===== src/rtl/frame_delimiter_detector_pkg.sv =====
// Shared framing definitions: FSM state encoding and the delimiter bytes, also used by the
// transmit-side framer so both ends agree on the wire format.
package frame_delimiter_detector_pkg;

    typedef enum logic [1:0] {
        ST_IDLE,
        ST_IN_FRAME,
        ST_ESCAPED,
        ST_RESTART
    } fdd_state_t;

    localparam logic [7:0] SOF_BYTE = 8'h02;
    localparam logic [7:0] EOF_BYTE = 8'h03;
    localparam logic [7:0] ESC_BYTE = 8'h1B;

    localparam int DEFAULT_MAX_LEN        = 64;
    localparam int DEFAULT_TIMEOUT_CYCLES = 100000;

endpackage


===== src/rtl/frame_delimiter_detector_idle_timeout_counter.sv =====
// Idle watchdog for an open frame: counts enabled cycles since the last clear and flags
// expiry combinationally so the parent can register it alongside its other outputs.
module idle_timeout_counter #(
    parameter int TIMEOUT_CYCLES = 100000
) (
    input  logic clk,
    input  logic rst_n,
    input  logic i_enable,
    input  logic i_clear,
    output logic o_expired
);

    localparam int CNT_W = (TIMEOUT_CYCLES > 1) ? $clog2(TIMEOUT_CYCLES) : 1;
    localparam logic [CNT_W-1:0] LAST_CNT = CNT_W'(TIMEOUT_CYCLES - 1);

    logic [CNT_W-1:0] r_count;

    // Holds at LAST_CNT instead of wrapping; the parent leaves the frame on expiry anyway.
    always_ff @(posedge clk or negedge rst_n) begin
        if (!rst_n) begin
            r_count <= '0;
        end else if (i_clear) begin
            r_count <= '0;
        end else if (i_enable && (r_count != LAST_CNT)) begin
            r_count <= r_count + 1'b1;
        end
    end

    assign o_expired = i_enable && !i_clear && (r_count == LAST_CNT);

endmodule


===== src/rtl/frame_delimiter_detector.sv =====
// Receive-side framing FSM: turns the UART byte stream into frame start/end pulses,
// de-escaped payload strobes and abort indications.
module frame_delimiter_detector
    import frame_delimiter_detector_pkg::*;
#(
    parameter int MAX_LEN        = DEFAULT_MAX_LEN,
    parameter int TIMEOUT_CYCLES = DEFAULT_TIMEOUT_CYCLES
) (
    input  logic       clk,
    input  logic       rst_n,
    input  logic       rx_valid,
    input  logic [7:0] rx_data,
    input  logic       rx_error,
    output logic       communication_initiated,
    output logic       communication_ended,
    output logic       frame_aborted,
    output logic       payload_valid,
    output logic [7:0] payload_data
);

    localparam int LEN_W = $clog2(MAX_LEN + 1);
    localparam logic [LEN_W-1:0] MAX_LEN_V = LEN_W'(MAX_LEN);

    fdd_state_t       r_state;
    logic [LEN_W-1:0] r_len;
    logic             r_init;
    logic             r_ended;
    logic             r_aborted;
    logic             r_pvalid;
    logic [7:0]       r_pdata;

    logic             w_restart;
    logic             w_tmo_enable;
    logic             w_tmo_clear;
    logic             w_expired;
    logic             w_is_delim;
    logic             w_is_payload;
    logic [LEN_W-1:0] w_len_eff;

    assign w_restart    = (r_state == ST_RESTART);
    assign w_tmo_enable = (r_state == ST_IN_FRAME) || (r_state == ST_ESCAPED);
    assign w_tmo_clear  = rx_valid || w_restart;
    assign w_is_delim   = (rx_data == SOF_BYTE) || (rx_data == EOF_BYTE) || (rx_data == ESC_BYTE);
    assign w_is_payload = (r_state == ST_ESCAPED) || !w_is_delim;
    assign w_len_eff    = w_restart ? '0 : r_len;

    idle_timeout_counter #(
        .TIMEOUT_CYCLES(TIMEOUT_CYCLES)
    ) u_idle_timeout (
        .clk      (clk),
        .rst_n    (rst_n),
        .i_enable (w_tmo_enable),
        .i_clear  (w_tmo_clear),
        .o_expired(w_expired)
    );

    always_ff @(posedge clk or negedge rst_n) begin
        if (!rst_n) begin
            r_state   <= ST_IDLE;
            r_len     <= '0;
            r_init    <= 1'b0;
            r_ended   <= 1'b0;
            r_aborted <= 1'b0;
            r_pvalid  <= 1'b0;
            r_pdata   <= 8'h00;
        end else begin
            r_init    <= 1'b0;
            r_ended   <= 1'b0;
            r_aborted <= 1'b0;
            r_pvalid  <= 1'b0;
            case (r_state)
                ST_IDLE: begin
                    if (rx_valid && !rx_error && (rx_data == SOF_BYTE)) begin
                        r_state <= ST_IN_FRAME;
                        r_len   <= '0;
                        r_init  <= 1'b1;
                    end
                end
                default: begin
                    if (w_restart) begin
                        r_state <= ST_IN_FRAME;
                        r_len   <= '0;
                        r_init  <= 1'b1;
                    end
                    // In the restart cycle only payload/escape bytes are taken; anything that
                    // would close the frame is dropped so initiated and ended never coincide.
                    if (rx_error && !w_restart) begin
                        r_state   <= ST_IDLE;
                        r_ended   <= 1'b1;
                        r_aborted <= 1'b1;
                    end else if (w_expired) begin
                        r_state   <= ST_IDLE;
                        r_ended   <= 1'b1;
                        r_aborted <= 1'b1;
                    end else if (rx_valid && !rx_error) begin
                        if (w_is_payload) begin
                            if (w_len_eff < MAX_LEN_V) begin
                                r_state  <= ST_IN_FRAME;
                                r_pvalid <= 1'b1;
                                r_pdata  <= rx_data;
                                r_len    <= w_len_eff + 1'b1;
                            end else begin
                                r_state   <= ST_IDLE;
                                r_ended   <= 1'b1;
                                r_aborted <= 1'b1;
                            end
                        end else if (rx_data == ESC_BYTE) begin
                            r_state <= ST_ESCAPED;
                        end else if (!w_restart) begin
                            if (rx_data == EOF_BYTE) begin
                                r_state <= ST_IDLE;
                                r_ended <= 1'b1;
                            end else begin
                                r_state   <= ST_RESTART;
                                r_ended   <= 1'b1;
                                r_aborted <= 1'b1;
                            end
                        end
                    end
                end
            endcase
        end
    end

    assign communication_initiated = r_init;
    assign communication_ended     = r_ended;
    assign frame_aborted           = r_aborted;
    assign payload_valid           = r_pvalid;
    assign payload_data            = r_pdata;

endmodule


===== config.mk =====
export PLATFORM = sky130hd
export DESIGN_NAME = frame_delimiter_detector
export DESIGN_NICKNAME = d
export VERILOG_FILES = /design/src/rtl/frame_delimiter_detector_pkg.sv /design/src/rtl/frame_delimiter_detector_idle_timeout_counter.sv /design/src/rtl/frame_delimiter_detector.sv
export SDC_FILE = /design/constraint.sdc
export NUM_CORES = 1
export LEC_CHECK = 0
export ABC_CLOCK_PERIOD_IN_PS = 3400
export CAP_MARGIN = 10
export CELL_PAD_IN_SITES_DETAIL_PLACEMENT = 0
export CELL_PAD_IN_SITES_GLOBAL_PLACEMENT = 1
export CORE_UTILIZATION = 43
export CTS_CLUSTER_DIAMETER = 100
export DETAILED_ROUTE_END_ITERATION = 16
export PLACE_DENSITY = 0.88
export RECOVER_POWER = 50
export SLEW_MARGIN = 10
export SYNTH_ARGS = -nofsm -noshare
export SYNTH_HDL_FRONTEND = slang
export SYNTH_SLANG_ARGS = --single-unit

===== constraint.sdc =====
create_clock -name clk -period 3.4 [get_ports clk]
set_clock_uncertainty 0.2 [all_clocks]
set_input_delay 0.34 -clock clk [delete_from_list [all_inputs] [get_ports clk]]
set_output_delay 0.34 -clock clk [all_outputs]
set_load 0.1 [all_outputs]

==> metrics.cfg, run 1 <==
[placement]
dp_hpwl_um=2980
gp_congestion=0.775
portBuffers=23

[cells_and_area]
n_antenna_cell=0
fill_cells=437
syn_to_final_growth_pct=20.4
nets=264
final_layout_size_suffix_gt1_share_pct=9.72

[floorplan]
coreArea_um2=4720
fp.dieH_um=72.1
start_util_pct=44.8
die_w_um=72.1
io_pins=24
dieArea_um2=5200
row_count=25

[logic_synthesis]
yosysTopAreaCell=dfrtp_1
syn_area_um2=2120
yosysSeqAreaShare_pct=44.9
netlist-cell-type-count=53
ys_warn_count=0
synth_top_cell_area_share_pct=44.9
avgSynthCellArea_um2=9.71
synthesis.nets=236
netlist_instances=218
synthTopCellsByCount=dfrtp_1 (38), nor2_1 (24), nand2_1 (14), a21oi_1 (12), xor2_1 (11)
synth_flop_cell=dfrtp_1
synth.most_common_cell=dfrtp_1
ys_ff_latch=38
synth_edf_count=0
async_reset_ff_share_pct=100
synth.area.top_cells=dfrtp_1 (45%), xor2_1 (4.6%), mux2_1 (4.3%)

[cts]
cts-root-buf=clkbuf_8
cts_setup_buffers=0
h-tree-depth=2
numCtsBuffers=5
worstSkewPairLatency_ns=0.29
cts_sinks=38
clk_path_buf_depth=2
path_clk_slew_ns=0.08
cts_tree=built

[global_route]
use_met2_pct=28.9
antenna_found_initial=0
grt_first_pass_wirelength_um=7100
grt_max_degree=39
overflow=0
grt.total_usage_pct=17.7
grt_pass1_vias=1591
gr-usage-met1_pct=23.0
met3_usage_pct=4.72
grt_busiest_layer=met2

[sta]
max_freq_mhz=374
worst_slew_pin_slew_ns=1.98
final_max_slew_viol_count=39
whs_ns=0.286
final.min_clock_period_ns=2.68
fin_crit_sh_pct=78.7
setup_viol_count_final=0
slew-limit-headroom_pct=-32.2
hold_viol=0
fin_tns_setup_ns=0
grt_setup_unrepaired=false

[drt]
vias_per_cell=5.26
via_count=1651
dr.pass1.iters=4
drtAntennaViolNets=0
drt_iter0_drc=98
wl_per_cell_um=13.1
wirelength_um=4100
drcViolationCount=0

[power]
p_leak_nw=1.04
peakVddDrop_mv=0.449
p_total_mw=2.05
p_per_area_nw_per_um2=803

[critical_path]
cpPeakStageDelay_ns=0.63
critPathRequiredTime_ns=3.38
crit_arrival_ns=2.65
path_max_fanout=9
slowest_stage=clkdlybuf4s50_1
crit_type=in2reg
crit_path_start_kind=input pin
cp_cell_sequence=clkdlybuf4s50_1 -> or2_2 -> a211oi_2 -> buf_4 -> nor3_1 -> clkbuf_1 -> mux2_1
reg2reg_slack_ns=0.77
endpoint_kind=flop

[run]
maxCapViolations=1

[outcome]
status=finished, violations left
violations=capacitance limit, slew limit

[hold_path]
hold_class=reg2reg

## flip-flops by register name (all words and copies together), names as in the netlist
signal and count:
r_len 7, u_idle_timeout.r_count 17, communication_initiated 1, r_state 2, communication_ended 1, payload_valid 1
payload_data 8, frame_aborted 1
## kinds of logic (layout without fill, tap and decap cells)
logic type | count (synthesis) | after routing | share of synthesized area [%]
and+or+nand+nor | 85 | 85 | 21.2
muxes | 10 | 10 | 5.26
adders and majority gates | 6 | 6 | 3.55
buffers and inverters | 19 | 48 | 3.55
DFF | 38 | 38 | 44.9
AOI/OAI and AO/OA | 47 | 47 | 16.1
xor gates and xnor gates | 13 | 13 | 5.38
## placed cells by master, fill, tap and decap left out, types with 3 or more instances in the layout
cell type,netlist,final
a21oi_1,12,12
a22o_1,3,3
buf_4,0,4
clkbuf_8,0,5
clkdlybuf4s50_1,0,22
dfrtp_1,38,38
ha_1,6,6
inv_1,10,10
mux2_1,8,8
nand2_1,14,14
nand2b_1,4,4
nand3_1,7,7
nand4_1,4,4
nor2_1,24,24
nor3_1,3,3
nor4_1,4,4
o2111ai_1,4,4
o21ai_0,3,3
o21ai_1,8,8
or2_2,3,3
or3_1,4,4
or4_1,3,3
xor2_1,11,11
## critical path, delay by kind of cell
kind	cells	cell delay, ns
AO/OA/AOI/OAI	1	0.07
multiplexers	1	0.37
buffers and inverters	3	1.18
AND/OR/NAND/NOR	2	0.68
## report_power, final
part           leakage [nW]  total, mW  switching [mW]  internal, mW
clock                0.0504      0.380           0.162         0.218
combinational         0.481       1.06           0.778         0.287
sequential            0.505      0.602          0.0525         0.550
## worst paths after layout
kind                       depth (start not counted)                   endpoint            start
hold / removal                                     1            payload_data[5]  payload_data[5]
hold reg to reg                                    1            payload_data[5]  payload_data[5]
setup / recovery                                   7            payload_data[6]       rx_data[4]
setup reg to reg                                   6            payload_data[6]       r_state[1]
max in group asynchronous                          2  u_idle_timeout.r_count[1]            rst_n
min in group asynchronous                          2            payload_data[5]            rst_n
## layout make-up
class / count / area [um^2] / share of cell area, %
Tap cell: 67 / 83.8 / 3.29
Clock inverter: 3 / 45.0 / 1.77
Timing Repair Buffer: 29 / 268 / 10.5
Multi-Input combinational cell: 161 / 1090 / 42.8
Sequential cell: 38 / 951 / 37.3
Inverter: 11 / 41.3 / 1.62
Clock buffer: 5 / 68.8 / 2.70
## per-layer routing
metal  vias to the layer above  share of wire (%)
met3                         6                3.9
met1                       770                 47
met5                         -                  0
li1                        848                  -
met2                        27                 48
met4                         0               0.93
## timing repair
item,in CTS,in global routing
setup endpoints to repair,0,0
hold buffers,1,0
gates resized for setup,0,0
endpoints found under the hold margin,38,0
## stage by stage
stage	area, um^2	cells	utilization (%)	setup slack, ns
3_3_place_gp	2430	305	51.4	0.590
2_1_floorplan	2120	218	-	1.05
3_5_place_dp	2430	305	51.4	0.540
4_1_cts	2550	314	54.0	0.862
6_report	2550	314	53.9	0.723
5_1_grt	2550	314	53.9	0.335
Note: power is estimated with default switching activity, not from simulation.
==> run 2: changes to the inputs <==
--- a/config.mk
+++ b/config.mk
@@ -5,14 +5,14 @@
 export SDC_FILE = /design/constraint.sdc
 export NUM_CORES = 1
 export LEC_CHECK = 0
-export ABC_CLOCK_PERIOD_IN_PS = 3400
+export ABC_CLOCK_PERIOD_IN_PS = 2200
 export CAP_MARGIN = 10
 export CELL_PAD_IN_SITES_DETAIL_PLACEMENT = 0
 export CELL_PAD_IN_SITES_GLOBAL_PLACEMENT = 1
-export CORE_UTILIZATION = 43
+export CORE_UTILIZATION = 39
 export CTS_CLUSTER_DIAMETER = 100
 export DETAILED_ROUTE_END_ITERATION = 16
-export PLACE_DENSITY = 0.88
+export PLACE_DENSITY = 0.84
 export RECOVER_POWER = 50
 export SLEW_MARGIN = 10
 export SYNTH_ARGS = -nofsm -noshare
==> constraint.sdc (replaced) <==
create_clock -name clk -period 2.2 [get_ports clk]
set_clock_uncertainty 0.2 [all_clocks]
set_input_delay 0.22 -clock clk [delete_from_list [all_inputs] [get_ports clk]]
set_output_delay 0.22 -clock clk [all_outputs]
set_load 0.1 [all_outputs]
==> metrics.cfg, run 2 (synthesis results as in run 1) <==
[outcome]
status=finished, violations left
violations=setup timing

[drt]
drt_iter0_drc=106  ; +8.2%
wl_per_cell_um=14.3  ; +9.8%
via_count=1855  ; +12%
dr.pass1.iters=4  ; unchanged
drcViolationCount=0  ; unchanged
wirelength_um=4990  ; +22%
vias_per_cell=5.33  ; +1.4%
drtAntennaViolNets=0  ; unchanged

[placement]
dp_hpwl_um=3660  ; +23%
portBuffers=23  ; unchanged
gp_congestion=0.828  ; +6.8%
place_area_um2=2650  ; +9.2%

[critical_path]
path_max_fanout=6  ; -3
slowest_stage=or4_1
cp_cell_sequence=or4_1 -> or4_4 -> o32a_4 -> a21oi_2 -> a21oi_1
crit_path_start_kind=flop
critPathBufInv=0  ; -3
critPathRequiredTime_ns=2.17  ; -1.21 ns
endpoint_kind=flop
crit_family=simple AND/OR/NAND/NOR gates
cpPeakStageDelay_ns=0.51  ; -0.12 ns
reg2reg_slack_ns=-0.07  ; -0.84 ns
crit_arrival_ns=2.25  ; -0.40 ns
crit_type=reg2reg

[run]
maxCapViolations=0  ; -1

[floorplan]
io_pins=24  ; unchanged
fp.dieH_um=75.7  ; +4.9%
dieArea_um2=5720  ; +10%
coreArea_um2=5170  ; +9.5%
start_util_pct=40.9  ; -3.9 points
die_w_um=75.7  ; +4.9%
row_count=26  ; +4.0%

[cts]
h-tree-depth=2  ; unchanged
worstSkewPairLatency_ns=0.29  ; about the same
numCtsBuffers=5  ; unchanged
cts_setup_buffers=0  ; unchanged
clk_path_buf_depth=2  ; unchanged
cts_tree=built
cts-root-buf=clkbuf_8
cts_sinks=38  ; unchanged
path_clk_slew_ns=0.07  ; about the same

[global_route]
grt_max_degree=39  ; unchanged
grt.total_usage_pct=19.9  ; +2.1 points
grt_first_pass_wirelength_um=8390  ; +18%
overflow=0  ; unchanged
grt_pass1_vias=1890  ; +19%
antenna_found_initial=0  ; unchanged

[sta]
fin_tns_setup_ns=-0.120  ; -0.120 ns
final_max_slew_viol_count=0  ; -100%
worst_slew_pin_slew_ns=0.951  ; -1.03 ns
hold_viol=0  ; unchanged
max_freq_mhz=440
setup_viol_count_final=3  ; +3
setup_ws_ns=-0.0734  ; -0.797 ns
slew-limit-headroom_pct=36.6  ; +69 points
whs_ns=0.284  ; -0.00139 ns
fin_crit_sh_pct=103
final.min_clock_period_ns=2.27
grt_setup_unrepaired=true

[hold_path]
hold_class=reg2reg

[power]
switchingPower_mw=1.57  ; +58%
p_per_area_nw_per_um2=1140  ; +42%
p_total_mw=3.15  ; +54%
comb_power_share_pct=55.4  ; +3.4 points
seqPwrFrac_pct=29.9  ; +0.5 points
internal-power_mw=1.58  ; +50%
p_sw_share_pct=49.8  ; +1.3 points
peakVddDrop_mv=0.717  ; +60%
p_leak_nw=1.21  ; +17%
pwr-share-clk_pct=14.7  ; -3.9 points

[cells_and_area]
largest_reg_flops=17  ; unchanged
post-route-cell-area_um2=2760  ; +8.3%
largest_register=u_idle_timeout.r_count
nets=297  ; +13%
regArea_um2=951  ; unchanged
syn_to_final_growth_pct=30.5
final_layout_size_suffix_gt1_share_pct=27.3  ; +18 points
fill_cells=489  ; +12%
n_antenna_cell=0  ; unchanged
multi_input_area_um2=1140  ; +4.4%
final_cell_mix=dfrtp_1 (38), buf_4 (38), nor2_1 (24)

run 2: power groups by stage:
stage                     registers (mW)  clock network [mW]  logic [mW]
after global routing               0.961               0.515        1.86
after floorplan                     1.68                   0       0.527
after global placement             0.942                   0        1.74
final                              0.940               0.462        1.74
after detailed placement           0.953                   0        1.76
after CTS                          0.942               0.491        1.76
run 2: final cells by class:
class                      count  area share [%]
clock buffer                   6            2.99
inverter                      11            1.50
multi-input combinational    161            41.2
sequential                    38            34.5
tap                           70            3.17
timing repair buffer          62            16.7
run 2: worst paths after layout:
check / startpoint / end / cells after the start
setup / recovery: u_idle_timeout.r_count[8] / r_state[0] / 5
hold / removal: payload_data[7] / payload_data[7] / 1
setup reg to reg: u_idle_timeout.r_count[8] / r_state[0] / 5
hold reg to reg: payload_data[7] / payload_data[7] / 1
max in group asynchronous: rst_n / payload_data[1] / 2
min in group asynchronous: rst_n / payload_data[0] / 2
run 2: what timing repair did:
action / 4_1_cts / 5_1_grt
pin swaps: 0 / 3
hold buffers: 1 / 0
endpoints found under the hold margin: 38 / 0
gates resized for setup: 1 / 6
setup endpoints to repair: 12 / 28
gates cloned: 0 / 0
run 2: metal layers:
layer  GRT usage, %  part of all wire (%)  up-vias
met5              0                     0        -
met1           23.7                    44      897
met2           33.1                    50       45
met3           6.22                   4.0        7
li1               -                     -      906
met4           8.64                   1.2        0
run 2: metrics by stage:
step / worst slack, ns / utilization [%] / cells
CTS: -0.0668 / 53.1 / 348
finish: -0.0734 / 53.4 / 348
floorplan: -0.0843 / - / 218
global placement: -0.219 / 51.3 / 341
global route: -0.149 / 53.4 / 348
detailed placement: -0.271 / 51.3 / 341
